### config.mk
export PLATFORM = sky130hd
export DESIGN_NAME = uart_tx_framer
export DESIGN_NICKNAME = d
export VERILOG_FILES = /design/src/rtl/uart_tx_framer.sv
export SDC_FILE = /design/constraint.sdc
export NUM_CORES = 1
export LEC_CHECK = 0
export CAP_MARGIN = 25
export CORE_MARGIN = 2
export CORE_UTILIZATION = 45
export DETAILED_ROUTE_END_ITERATION = 8
export MAX_ROUTING_LAYER = met4
export PLACE_DENSITY_LB_ADDON = 0.2
export RECOVER_POWER = 100
export SETUP_SLACK_MARGIN = 0.15
export SYNTH_ARGS = -nofsm -noshare
export SYNTH_HDL_FRONTEND = slang
export SYNTH_SLANG_ARGS = --single-unit
export TNS_END_PERCENT = 5
### constraint.sdc
create_clock -name CLK -period 3.3 [get_ports CLK]
set_input_delay 0.66 -clock CLK [delete_from_list [all_inputs] [get_ports CLK]]
set_output_delay 0.66 -clock CLK [all_outputs]
set_load 0.05 [all_outputs]
### src/rtl/uart_tx_framer.sv
// UART transmit framer: start bit, 5..MAX_DATA_WD data bits, optional parity,
// 1 or 2 stop bits, internal bit-period prescaler and a one-entry holding register.
module uart_tx_framer #(
    parameter int MAX_DATA_WD = 8,
    parameter int CNT_WD      = 4,
    parameter int PRESCALE_WD = 16
) (
    input  logic                   CLK,
    input  logic                   RST,
    input  logic [MAX_DATA_WD-1:0] P_DATA,
    input  logic                   Data_Valid,
    output logic                   Data_Ready,
    input  logic [CNT_WD-1:0]      data_len,
    input  logic                   par_en,
    input  logic                   par_typ,
    input  logic                   stop2,
    input  logic                   msb_first,
    input  logic [PRESCALE_WD-1:0] prescale,
    output logic                   TX_OUT,
    output logic                   Busy,
    output logic                   frame_done
);

    typedef enum logic [2:0] {IDLE, START, DATA, PARITY, STOP} state_t;

    state_t                 state_q, state_d;
    logic [MAX_DATA_WD-1:0] hold_q, hold_d;
    logic                   full_q, full_d;
    logic [MAX_DATA_WD-1:0] shift_q, shift_d;
    logic [CNT_WD-1:0]      bit_q, bit_d;
    logic [PRESCALE_WD-1:0] pre_cnt_q, pre_cnt_d;
    logic [PRESCALE_WD-1:0] pre_q, pre_d;
    logic                   tx_q, tx_d;
    logic                   done_q, done_d;
    logic                   par_en_q, par_en_d;
    logic                   par_bit_q, par_bit_d;
    logic                   stop2_q, stop2_d;

    logic [CNT_WD-1:0]      eff_len;
    logic [MAX_DATA_WD-1:0] field, field_rev;
    logic                   tick, load;

    // Field is always shifted out LSB first; MSB-first order is produced by
    // reversing the effective field at load time.
    always_comb begin
        eff_len = CNT_WD'(MAX_DATA_WD);
        if (data_len != '0 && data_len <= CNT_WD'(MAX_DATA_WD))
            eff_len = (data_len < CNT_WD'(5)) ? CNT_WD'(5) : data_len;
        field     = '0;
        field_rev = '0;
        for (int unsigned i = 0; i < MAX_DATA_WD; i++) begin
            if (i < 32'(eff_len)) begin
                field[i] = hold_q[i];
                for (int unsigned j = 0; j < MAX_DATA_WD; j++)
                    if (j == 32'(eff_len) - 1 - i) field_rev[i] = hold_q[j];
            end
        end
    end

    always_comb begin
        state_d   = state_q;
        hold_d    = hold_q;
        full_d    = full_q;
        shift_d   = shift_q;
        bit_d     = bit_q;
        pre_cnt_d = pre_cnt_q;
        pre_d     = pre_q;
        tx_d      = tx_q;
        done_d    = 1'b0;
        par_en_d  = par_en_q;
        par_bit_d = par_bit_q;
        stop2_d   = stop2_q;
        load      = 1'b0;
        tick      = (pre_cnt_q == '0);

        if (Data_Valid && !full_q) begin
            hold_d = P_DATA;
            full_d = 1'b1;
        end

        if (state_q != IDLE)
            pre_cnt_d = tick ? pre_q : pre_cnt_q - 1'b1;

        case (state_q)
            IDLE: load = full_q;
            START: if (tick) begin
                state_d = DATA;
                tx_d    = shift_q[0];
                shift_d = shift_q >> 1;
            end
            DATA: if (tick) begin
                if (bit_q != '0) begin
                    tx_d    = shift_q[0];
                    shift_d = shift_q >> 1;
                    bit_d   = bit_q - 1'b1;
                end else if (par_en_q) begin
                    state_d = PARITY;
                    tx_d    = par_bit_q;
                end else begin
                    state_d = STOP;
                    tx_d    = 1'b1;
                    bit_d   = CNT_WD'(stop2_q);
                end
            end
            PARITY: if (tick) begin
                state_d = STOP;
                tx_d    = 1'b1;
                bit_d   = CNT_WD'(stop2_q);
            end
            STOP: if (tick) begin
                if (bit_q != '0) begin
                    bit_d = bit_q - 1'b1;
                end else begin
                    done_d = 1'b1;
                    if (full_q) load = 1'b1;
                    else        state_d = IDLE;
                end
            end
            default: state_d = IDLE;
        endcase

        // Frame start: config is latched here and held for the whole frame.
        if (load) begin
            state_d   = START;
            tx_d      = 1'b0;
            full_d    = 1'b0;
            shift_d   = msb_first ? field_rev : field;
            bit_d     = eff_len - 1'b1;
            pre_cnt_d = prescale;
            pre_d     = prescale;
            par_en_d  = par_en;
            par_bit_d = (^field) ^ par_typ;
            stop2_d   = stop2;
        end
    end

    always_ff @(posedge CLK or negedge RST) begin
        if (!RST) begin
            state_q   <= IDLE;
            hold_q    <= '0;
            full_q    <= 1'b0;
            shift_q   <= '0;
            bit_q     <= '0;
            pre_cnt_q <= '0;
            pre_q     <= '0;
            tx_q      <= 1'b1;
            done_q    <= 1'b0;
            par_en_q  <= 1'b0;
            par_bit_q <= 1'b0;
            stop2_q   <= 1'b0;
        end else begin
            state_q   <= state_d;
            hold_q    <= hold_d;
            full_q    <= full_d;
            shift_q   <= shift_d;
            bit_q     <= bit_d;
            pre_cnt_q <= pre_cnt_d;
            pre_q     <= pre_d;
            tx_q      <= tx_d;
            done_q    <= done_d;
            par_en_q  <= par_en_d;
            par_bit_q <= par_bit_d;
            stop2_q   <= stop2_d;
        end
    end

    assign Data_Ready = ~full_q;
    assign Busy       = (state_q != IDLE);
    assign TX_OUT     = tx_q;
    assign frame_done = done_q;

endmodule

==> flow_summary.yaml <==
power:
  power_uw: 4520
  peakVddDrop_mv: 0.568
  power.density_nw_per_um2: 704
  leakagePower_uw: 0.00274
global_route:
  grt_usage_pct: 23.1
  grt_pass1_vias: 4492
  grt_overflow: 0
  antenna_found_initial: 0
  grt_max_degree: 35
  grt_pass1_wl_microns: 21400
logic_synthesis:
  synth_async_sr_flop_share_pct: 100
  synth_edf_count: 0
  synth_top_cell_area_share_pct: 30.2
  synth_common_cells: "nand2_1 (113), dfrtp_1 (60), ha_1 (44)"
  synth_most_common_cell: "nand2_1"
  netlist_area_sq_um: 4970
  synth.area.top_cells: "dfrtp_1 (30%), ha_1 (11%), nand2_1 (8.5%), o21ai_0 (3.8%), a21oi_1 (3.2%)"
  synth_seq_area_share_pct: 30.7
  ys_seq_elements: 61
  ys_types: 80
  synth_ff_type: "dfrtp_1"
  yosysTopAreaCell: "dfrtp_1"
  yosysWarnings: 0
  syn_inst: 604
  avgSynthCellArea_sq_um: 8.23
floorplan:
  fp.dieH_microns: 109
  die_area_sq_um: 11900
  start_util_pct: 46.1
  coreArea_sq_um: 10800
  die_w_microns: 109
  pin_count: 39
  row_count: 38
sta:
  hold_violations: 0
  timing_worst_slew_pin_value_ps: 1250
  period_minus_slack_ps: 3390
  max_freq_mhz: 295
  postLayoutSetupSlackWorst_ps: -94.5
  finalSetupViolations: 1
  fin_crit_sh_pct: 103
  hold_ws_ps: 475
  rsz0062_at_grt: "yes"
  fin_skew_ps: 13.9
  drv_slew: 0
  relSlewSlack_pct: 16.9
worst_setup_path:
  critical_path.max_fanout: 4
  worst_setup_path_end_kind: "flop"
  crit_path_start_kind: "input pin"
  rrSetupSlack_ps: 140
  critPathKind: "in -> reg"
  r2r-start: "pre_cnt_q[0]"
  crit_start: "data_len[2]"
  cp.required_ps: 3550
  crit_arrival_ps: 3640
clock_tree:
  cts_hold_buffers: 0
  cts.sinks: 61
  numCtsBuffers: 9
  htreeDepth: 3
  clock_path_buffers: 2
  cts_root_buf: "clkbuf_8"
  cts_tree: "yes"
  clk_latency_ps: 320
  path_clk_slew_ps: 70
final_layout:
  n_antenna_cell: 0
  finish.net_count: 787
  layout-drive-gt1-share_pct: 21.0
  fin_util_pct: 59.5
  syn2layout_area_growth_pct: 29.2
  finalNonFillerCells: 853
drt:
  via_per_inst: 5.57
  drt_iter0_markers: 309
  wl_per_cell_microns: 15.3
  vias: 4753
  ant_nets: 0
  drt-total-wl_microns: 13000
  first_pass_iters: 5
  drc: 0
place:
  place_congestion: 0.887
  io_buffer_count: 38
  dp_hpwl_microns: 9430
  place_inst: 831
run_status:
  violations: "setup timing"
  status: "finished, violations left"
min_path:
  worst_hold_path_type: "reg -> reg"
  hp-start: "pre_q[14]"
job:
  maxCapViolations: 0
-- worst paths after layout --
| path | to | cells after the start |
|---|---|---|
| max in group asynchronous | pre_q[13] | 2 |
| hold / removal | pre_q[14] | 2 |
| setup / recovery | shift_q[1] | 17 |
| min in group asynchronous | bit_q[0] | 1 |
| setup reg to reg | bit_q[1] | 8 |
| hold reg to reg | pre_q[14] | 2 |
-- through the flow --
step	setup TNS [ps]	worst slack, ps	instance area [sq um]
finish	-94.5	-94.5	6420
global route	-621	-231	6420
CTS	0	11.0	6360
detailed placement	-4410	-1030	5990
global placement	-3900	-938	5990
floorplan	-83.1	-73.4	5130
-- repair_timing --
| action | 4_1_cts | 5_1_grt |
|---|---|---|
| cloned | 0 | 0 |
| setup endpoints to repair | 6 | 5 |
| pin swaps | 20 | 20 |
| resized for setup | 49 | 18 |
| setup buffers | 6 | 0 |
-- per-layer routing --
layer,vias to the layer above,part of all wire (%),track usage [%]
met2,140,47,36.7
met5,-,0,-
met4,0,0.86,4.85
met1,2262,47,31.6
met3,10,5.2,3.23
li1,2341,-,-
-- flip-flops by register name, indices dropped and copies added (netlist names) --
register / count
par_en_q: 1
pre_cnt_q: 16
hold_q: 8
par_bit_q: 1
bit_q: 4
pre_q: 16
stop2_q: 1
full_q: 1
TX_OUT: 1
shift_q: 8
frame_done: 1
state_q: 3
-- cells by family after synthesis --
logic type / after synthesis / share of synthesized area, %
multiplexers: 15 / 3.37
buffers and inverters: 62 / 5.29
flip-flops: 61 / 30.7
other: 1 / 0.0754
AO/OA/AOI/OAI: 155 / 21.3
XOR/XNOR: 15 / 2.64
AND/OR/NAND/NOR: 251 / 25.5
adder cells (fa/ha/maj): 44 / 11.1
-- placed cells by master, fill, tap and decap left out, types with 5 or more instances in the layout --
cell             netlist  final
clkdlybuf4s50_1        0     28
buf_6                  1      6
nor3b_1                5      5
mux2_2                10     10
o21ai_0               38     35
nor2b_1               11     11
a31oi_1               11     11
a211oi_1              11     10
dfrtp_1               60     60
inv_1                 26     22
nand2b_1              10     10
nor2_1                40     39
clkbuf_1              21      8
nor3_1                14     11
buf_4                  2     53
clkbuf_8               0     10
conb_1                 1     27
ha_4                   0      8
nand3b_1               5      5
a21oi_1               32     30
o2111ai_1              5      5
nand3_1               17     16
o211ai_1               9      9
o22ai_1                4      5
ha_1                  44     32
dlygate4sd3_1          0      5
nand2_1              113    111
xnor2_1               10     10
-- area by class of cell --
class	count	area, sq um
fillers	950	4370
multi-input cells	507	3540
repair buffers	102	883
inverters	27	106
clock inverters	4	47.5
flip-flops and latches	61	1530
clock buffers	12	145
well taps	140	175
-- power breakdown --
group	total, uW	internal, uW	leakage (uW)	switching (uW)
combinational	2320	1030	0.00191	1290
clock	657	368	0.0000964	289
sequential	1540	1110	0.000738	431
total	4520	2510	0.00274	2010
-- worst max-delay path: stages --
cell	delay (ps)
buf_12	110
xor2_4	170
o21ai_4	80
ha_4	180
and2b_2	210
a221oi_4	370
ha_2	260
nand2_2	60
buf_4	150
nand2_1	70
ha_2	180
nor4b_4	180
nand4b_1	120
or4_4	440
a21oi_2	130
a32oi_1	130
o21ai_1	140
Note: power is estimated with default switching activity, not from simulation.
